### src/rtl/coherence_arbiter.sv
// Two-CPU snooping bus controller: round-robin arbitration, snoop, cache-to-cache or memory fill, write-back.
// Optional memory watchdog compiled in with `define COH_ARB_WDOG_EN.
module coherence_arbiter #(
    parameter int unsigned ADDR_W   = 11,
    parameter int unsigned WDOG_MAX = 255
) (
    input  logic              clk,
    input  logic              rst_n,
    input  logic              read_miss_0,
    input  logic              read_miss_1,
    input  logic              write_miss_0,
    input  logic              write_miss_1,
    input  logic              invalidate_0,
    input  logic              invalidate_1,
    input  logic [ADDR_W-1:0] bico_0,
    input  logic [ADDR_W-1:0] bico_1,
    input  logic [1:0]        block_state_0,
    input  logic [1:0]        block_state_1,
    input  logic              search_found_0,
    input  logic              search_found_1,
    input  logic              mem_rdy,
    output logic              grant_0,
    output logic              grant_1,
    output logic              search_0,
    output logic              search_1,
    output logic [1:0]        datasel_0,
    output logic [1:0]        datasel_1,
    output logic              inv_0,
    output logic              inv_1,
    output logic [ADDR_W+1:0] boci,
    output logic              mem_re,
    output logic              mem_we,
    output logic              done_0,
    output logic              done_1,
    output logic              timeout_err
);

    localparam int unsigned WDOG_W = 8;
    localparam logic [1:0] OP_RM = 2'b01, OP_WM = 2'b10, OP_INV = 2'b11;
    localparam logic [1:0] DS_OTHER = 2'b01, DS_MEM = 2'b10;
    localparam logic [1:0] BS_I = 2'b00, BS_M = 2'b10;
    localparam logic [WDOG_W-1:0] WDOG_LIMIT = WDOG_W'(WDOG_MAX - 1);
`ifdef COH_ARB_WDOG_EN
    localparam bit WDOG_EN = 1'b1;
`else
    localparam bit WDOG_EN = 1'b0;
`endif

    typedef enum logic [2:0] {S_IDLE, S_SNOOP, S_EVAL, S_MEM, S_WB, S_DONE} state_t;

    state_t              r_state;
    logic                r_owner;
    logic                r_last;
    logic                r_fill;
    logic [WDOG_W-1:0]   r_wdog;
    logic                r_timeout;
    logic [1:0]          r_grant;
    logic [1:0]          r_search;
    logic [1:0][1:0]     r_datasel;
    logic [1:0]          r_inv;
    logic [1:0]          r_done;
    logic [ADDR_W+1:0]   r_boci;
    logic                r_mem_re;
    logic                r_mem_we;

    logic                w_req0, w_req1, w_sel, w_y;
    logic [1:0]          w_op0, w_op1, w_op_sel, w_op;
    logic [ADDR_W-1:0]   w_addr_sel;
    logic                w_found_y, w_hit, w_hit_m, w_wdog_hit;
    logic [1:0]          w_bs_y;

    // Request selection: alternate only when both CPUs are requesting.
    assign w_req0     = read_miss_0 | write_miss_0 | invalidate_0;
    assign w_req1     = read_miss_1 | write_miss_1 | invalidate_1;
    assign w_sel      = (w_req0 && w_req1) ? ~r_last : w_req1;
    assign w_op0      = write_miss_0 ? OP_WM : (read_miss_0 ? OP_RM : OP_INV);
    assign w_op1      = write_miss_1 ? OP_WM : (read_miss_1 ? OP_RM : OP_INV);
    assign w_op_sel   = w_sel ? w_op1 : w_op0;
    assign w_addr_sel = w_sel ? bico_1 : bico_0;

    // Snoop result from the non-owning CPU; state I counts as a miss.
    assign w_y        = ~r_owner;
    assign w_op       = r_boci[ADDR_W +: 2];
    assign w_found_y  = w_y ? search_found_1 : search_found_0;
    assign w_bs_y     = w_y ? block_state_1 : block_state_0;
    assign w_hit      = w_found_y && (w_bs_y != BS_I);
    assign w_hit_m    = w_hit && (w_bs_y == BS_M);
    assign w_wdog_hit = WDOG_EN && (r_wdog == WDOG_LIMIT);

    always_ff @(posedge clk or negedge rst_n) begin
        if (!rst_n) begin
            r_state   <= S_IDLE;
            r_owner   <= 1'b0;
            r_last    <= 1'b1;
            r_fill    <= 1'b0;
            r_wdog    <= '0;
            r_timeout <= 1'b0;
            r_grant   <= '0;
            r_search  <= '0;
            r_datasel <= '0;
            r_inv     <= '0;
            r_done    <= '0;
            r_boci    <= '0;
            r_mem_re  <= 1'b0;
            r_mem_we  <= 1'b0;
        end else begin
            r_search  <= '0;
            r_datasel <= '0;
            r_inv     <= '0;
            r_done    <= '0;
            case (r_state)
                S_IDLE: begin
                    if (w_req0 || w_req1) begin
                        r_owner         <= w_sel;
                        r_grant[w_sel]  <= 1'b1;
                        r_search[~w_sel] <= 1'b1;
                        r_boci          <= {w_op_sel, w_addr_sel};
                        r_state         <= S_SNOOP;
                    end
                end
                S_SNOOP: r_state <= S_EVAL;
                S_EVAL: begin
                    r_wdog <= '0;
                    r_fill <= 1'b0;
                    if (w_op == OP_INV) begin
                        r_inv[w_y]      <= w_hit;
                        r_done[r_owner] <= 1'b1;
                        r_state         <= S_DONE;
                    end else if (w_hit) begin
                        r_datasel[r_owner] <= DS_OTHER;
                        r_inv[w_y]         <= (w_op == OP_WM);
                        if (w_hit_m) begin
                            r_mem_we <= 1'b1;
                            r_state  <= S_WB;
                        end else begin
                            r_done[r_owner] <= 1'b1;
                            r_state         <= S_DONE;
                        end
                    end else begin
                        r_mem_re <= 1'b1;
                        r_state  <= S_MEM;
                    end
                end
                // Fill is presented the cycle after mem_rdy, done follows one cycle later.
                S_MEM: begin
                    if (r_fill) begin
                        r_fill          <= 1'b0;
                        r_mem_re        <= 1'b0;
                        r_done[r_owner] <= 1'b1;
                        r_state         <= S_DONE;
                    end else if (mem_rdy) begin
                        r_fill             <= 1'b1;
                        r_datasel[r_owner] <= DS_MEM;
                    end else if (w_wdog_hit) begin
                        r_mem_re        <= 1'b0;
                        r_timeout       <= 1'b1;
                        r_done[r_owner] <= 1'b1;
                        r_state         <= S_DONE;
                    end else begin
                        r_wdog <= r_wdog + WDOG_W'(1);
                    end
                end
                S_WB: begin
                    if (mem_rdy || w_wdog_hit) begin
                        r_mem_we        <= 1'b0;
                        r_timeout       <= r_timeout | ~mem_rdy;
                        r_done[r_owner] <= 1'b1;
                        r_state         <= S_DONE;
                    end else begin
                        r_wdog <= r_wdog + WDOG_W'(1);
                    end
                end
                S_DONE: begin
                    r_grant <= '0;
                    r_boci  <= '0;
                    r_last  <= r_owner;
                    r_state <= S_IDLE;
                end
                default: r_state <= S_IDLE;
            endcase
        end
    end

    assign grant_0     = r_grant[0];
    assign grant_1     = r_grant[1];
    assign search_0    = r_search[0];
    assign search_1    = r_search[1];
    assign datasel_0   = r_datasel[0];
    assign datasel_1   = r_datasel[1];
    assign inv_0       = r_inv[0];
    assign inv_1       = r_inv[1];
    assign done_0      = r_done[0];
    assign done_1      = r_done[1];
    assign boci        = r_boci;
    assign mem_re      = r_mem_re;
    assign mem_we      = r_mem_we;
    assign timeout_err = r_timeout;

endmodule

### config.mk
export PLATFORM = sky130hd
export DESIGN_NAME = coherence_arbiter
export DESIGN_NICKNAME = d
export VERILOG_FILES = /design/src/rtl/coherence_arbiter.sv
export SDC_FILE = /design/constraint.sdc
export NUM_CORES = 1
export LEC_CHECK = 0
export BUFFER_PORTS_ARGS = -buffer_cell sky130_fd_sc_hd__buf_2
export CORE_UTILIZATION = 51
export DETAILED_ROUTE_END_ITERATION = 10
export PLACE_DENSITY = 0.84
export SLEW_MARGIN = 30
export SYNTH_ARGS = -nofsm -noshare
export SYNTH_HDL_FRONTEND = slang
export SYNTH_SLANG_ARGS = --single-unit
export TNS_END_PERCENT = 50
### constraint.sdc
create_clock -name clk -period 3.15 [get_ports clk]
set_input_delay 0.1575 -clock clk [delete_from_list [all_inputs] [get_ports clk]]
set_output_delay 0.1575 -clock clk [all_outputs]
set_load 0.01 [all_outputs]
==> impl_summary.log <==
INFO  metric tritoncts.num_buffers = 5
INFO  metric overall_die_area = 3280 sq um
INFO  metric met2_length = 1900 um
INFO  metric die_height = 57.3 um
INFO  metric hpwlAfterDp = 2650 um
INFO  metric detailedRoute.firstPassIterationCount = 7
INFO  metric route.met3.wl = 213 um
INFO  metric drtIter0Drc = between 50 and 60
INFO  metric report.final.setup_viol = 0
INFO  metric worst_setup_hold_path_clk_slew = 0.10 ns
INFO  metric cell_depth_of_the_worst_setup_path = 4
INFO  metric syn-mean-instance-area = ~11 sq um
INFO  metric design.final.nets = 241
INFO  metric fillers = 227
INFO  metric synthArstFlopShare = 1.00
INFO  metric synth_edf_count = 0
INFO  metric post_drt_via_cell_ratio = ~5.7
INFO  metric routabilityCongestion = 0.918
INFO  metric yosysWarningCount = 0
INFO  metric critical_path.startpoint_type = register
INFO  metric insertedDiodeCount = 0
INFO  metric chip_width = between 50 and 60 um
INFO  metric timing.reg2reg.worst_path_depth = 4
INFO  metric syn-cell-area = 1560 sq um
INFO  metric maxUsedRoutingLayer = met4
INFO  metric tritoncts_clock_tree = yes
INFO  metric postSynthRegisterBits = 34
INFO  metric period_share = 0.559
INFO  metric cp_slowest_stage_delay = 0.55 ns
INFO  metric drive_gt1_frac = 0.405
INFO  metric clock_sinks = 34
INFO  metric route.layer.met1.wl = 1560 um
INFO  metric grt.overflow.total = 0
INFO  metric cp_data_arrival_time = 2.04 ns
INFO  metric ant_nets = 0
INFO  metric p_per_area = 947 nW/um^2
INFO  metric whs_path_depth = 2
INFO  metric wl_per_cell = 15.8 um
INFO  metric critical_path_class = reg2reg
INFO  metric fmax = around 570 MHz
INFO  metric timing.hold.worst.class = in2reg
INFO  metric finalClockSkew = 0.0205 ns
INFO  metric timing.final.max_slew_violations = 0
INFO  metric run_status = finished with violations
INFO  metric timing.critical_path.required = 3.43 ns
INFO  metric drc_errors = 8
INFO  metric netlist_instances = between 100 and 150
INFO  metric synth.lib_cells_used.distinct = 45
INFO  metric grt_first_pass_wirelength = 6090 um
INFO  metric critical-path-top-delay-family = simple AND/OR/NAND/NOR gates
INFO  metric cpMaxStageDelayCell = sky130_fd_sc_hd__dfrtp_1
INFO  metric irDropWorstVdd = 0.475 mV
INFO  metric floorplan.initialDensity = 0.551
INFO  metric grt.total_usage = 0.251
INFO  metric p_total = 0.00190 W
INFO  metric worst-path-buf-inv = 0
INFO  metric num_vias = between 1000 and 1500
INFO  metric largest_net_degree_at_the_start_of_global_routing = 35
INFO  metric via_count_of_the_first_global_routing_pass = between 1000 and 1500
INFO  metric clkLatencyLatePin = ~0.35 ns
INFO  metric report.final.hold_viol_count = 0
INFO  metric count_of_input_and_output_buffers = 64
INFO  metric max-slew-margin-rel = 0.529
INFO  metric mappedNetlistNets = 174
INFO  metric htree_levels = 2
INFO  metric grt_antenna_before_repair = 0
INFO  metric share_of_synthesized_area_occupied_by_flip_flops_and_latches = 0.547
INFO  metric layout-area-overhead-vs-synth = 28.7%
INFO  metric r2r_setup_slk = 1.39 ns
INFO  metric root_buffer = sky130_fd_sc_hd__clkbuf_4
INFO  metric timing.max_cap.violations = 0
INFO  metric min_period = around 1.8 ns
INFO  metric clock_path_buffers = 2
INFO  metric dominantRegCellSynth = sky130_fd_sc_hd__dfrtp_1
INFO  metric io_pins = 65
INFO  metric path_max_fanout = 16
INFO  metric core.rowCount = 19
INFO  metric setup.worst_path.end_class = register
INFO  metric timing.critical_path.cells = or3_4 > a211oi_4 > and2_1 > a221o_1
INFO  metric violations_in_the_final_reports = DRC
INFO  metric core_region_area = ~2800 sq um
INFO  metric slew_of_the_pin_with_the_lowest_slew_margin = 0.707 ns
INFO  metric leakage = 1.01 nW
INFO  metric wirelength = about 3700 um
INFO  metric unrepaired_setup_endpoints_after_global_routing = false
INFO  metric setup_total_negative_slack = 0 ns
[kinds of logic (layout without fill, tap and decap cells)]
family,after synthesis,after routing,share of synthesized area
mux,3,3,0.0193
compound gates,39,39,0.210
simple gates,51,51,0.190
xor+xnor,1,1,0.00562
buf+inv,9,77,0.0281
flops,34,34,0.547
[cells in the final DEF, fill, tap and decap left out, types with 2 or more instances in the layout]
master and n:
sky130_fd_sc_hd__o2bb2ai_1 3, sky130_fd_sc_hd__o31ai_1 2, sky130_fd_sc_hd__o21ai_0 7, sky130_fd_sc_hd__or3_4 2
sky130_fd_sc_hd__nor2_1 10, sky130_fd_sc_hd__inv_1 4, sky130_fd_sc_hd__clkbuf_4 5, sky130_fd_sc_hd__nand2_1 10
sky130_fd_sc_hd__o21a_1 2, sky130_fd_sc_hd__mux2i_1 3, sky130_fd_sc_hd__and2_1 8, sky130_fd_sc_hd__nand2b_1 3
sky130_fd_sc_hd__a221oi_1 2, sky130_fd_sc_hd__nor2b_1 2, sky130_fd_sc_hd__nand3b_1 4, sky130_fd_sc_hd__a31oi_1 2
sky130_fd_sc_hd__dfrtp_1 33, sky130_fd_sc_hd__bufinv_16 2, sky130_fd_sc_hd__a221o_1 8, sky130_fd_sc_hd__a21o_1 3
sky130_fd_sc_hd__buf_2 64, sky130_fd_sc_hd__or2_2 2
[worst paths after layout]
path                                    startpoint                      end
max                         r_state[0]$_DFFE_PN0P_      boci[3]$_DFFE_PN0P_
min                                      bico_1[7]      boci[7]$_DFFE_PN0P_
max reg2reg                 r_state[0]$_DFFE_PN0P_      boci[3]$_DFFE_PN0P_
min reg2reg                timeout_err$_DFFE_PN0P_  timeout_err$_DFFE_PN0P_
max in group asynchronous                    rst_n      boci[9]$_DFFE_PN0P_
min in group asynchronous                    rst_n   datasel_1[1]$_DFF_PN0_
[where the power goes]
group	switching (W)	internal [W]
Sequential	0.000144	0.000601
Combinational	0.000401	0.000350
Clock	0.000155	0.000248
[worst reg2reg max path, stage by stage (launching register included)]
cell,delay (ns)
sky130_fd_sc_hd__dfrtp_1,0.55
sky130_fd_sc_hd__or3_4,0.47
sky130_fd_sc_hd__a211oi_4,0.35
sky130_fd_sc_hd__and2_1,0.21
sky130_fd_sc_hd__a221o_1,0.13
[synth_stat cells, types with 2 or more instances]
library cell,number,area share
sky130_fd_sc_hd__a21o_1,3,0.014
sky130_fd_sc_hd__a221o_1,8,0.051
sky130_fd_sc_hd__a221oi_1,2,0.011
sky130_fd_sc_hd__a31oi_1,2,0.0080
sky130_fd_sc_hd__and2_1,8,0.032
sky130_fd_sc_hd__clkbuf_1,2,0.0048
sky130_fd_sc_hd__dfrtp_1,33,0.53
sky130_fd_sc_hd__inv_1,4,0.0096
sky130_fd_sc_hd__mux2i_1,3,0.019
sky130_fd_sc_hd__nand2_1,10,0.024
sky130_fd_sc_hd__nand2b_1,3,0.012
sky130_fd_sc_hd__nand3b_1,4,0.019
sky130_fd_sc_hd__nor2_1,10,0.024
sky130_fd_sc_hd__nor2b_1,2,0.0080
sky130_fd_sc_hd__o21a_1,2,0.0096
sky130_fd_sc_hd__o21ai_0,7,0.022
sky130_fd_sc_hd__o2bb2ai_1,3,0.017
sky130_fd_sc_hd__o31ai_1,2,0.0096
sky130_fd_sc_hd__or2_2,2,0.0080
sky130_fd_sc_hd__or3_4,2,0.014
[stage by stage]
stage	setup WS [ns]	util	instances	hold WS, ns	instance area, sq um
detailed placement	1.47	0.668	227	0.248	1890
floorplan	1.66	-	137	-0.138	1560
finish	1.39	0.709	236	0.0411	2010
CTS	1.40	0.709	236	0.0382	2010
global route	1.26	0.709	236	0.0208	2010
global placement	1.55	0.668	227	0.241	1890
[per-layer routing]
layer  vias up  GRT usage
li1        638          -
met1       649      0.310
met2        45      0.403
met3        10     0.0907
met4         0     0.0976
met5         -          0
[state kept, by name (all words and copies together), names as in the netlist]
name	flops
datasel_0	2
r_state	3
r_fill	1
boci	13
mem_re	1
mem_we	1
r_inv	2
r_grant	2
r_done	2
r_owner	1
timeout_err	1
datasel_1	2
r_search	2
r_last	1
[timing repair]
action	CTS	global route
setup endpoints to repair	0	0
hold endpoints to repair	33	0
resized for setup	0	0
hold buffers	1	0
setup buffers	0	0
[final cells by class]
cell class | count | area, sq um | share of cell area
multi-input combinational | 94 | 663 | 0.331
timing repair buffer | 65 | 330 | 0.165
sequential | 34 | 852 | 0.425
inverter | 4 | 15.0 | 0.00749
clock inverter | 3 | 68.8 | 0.0343
tap | 31 | 38.8 | 0.0193
clock buffer | 5 | 37.5 | 0.0187
Note: power is estimated with default switching activity, not from simulation.
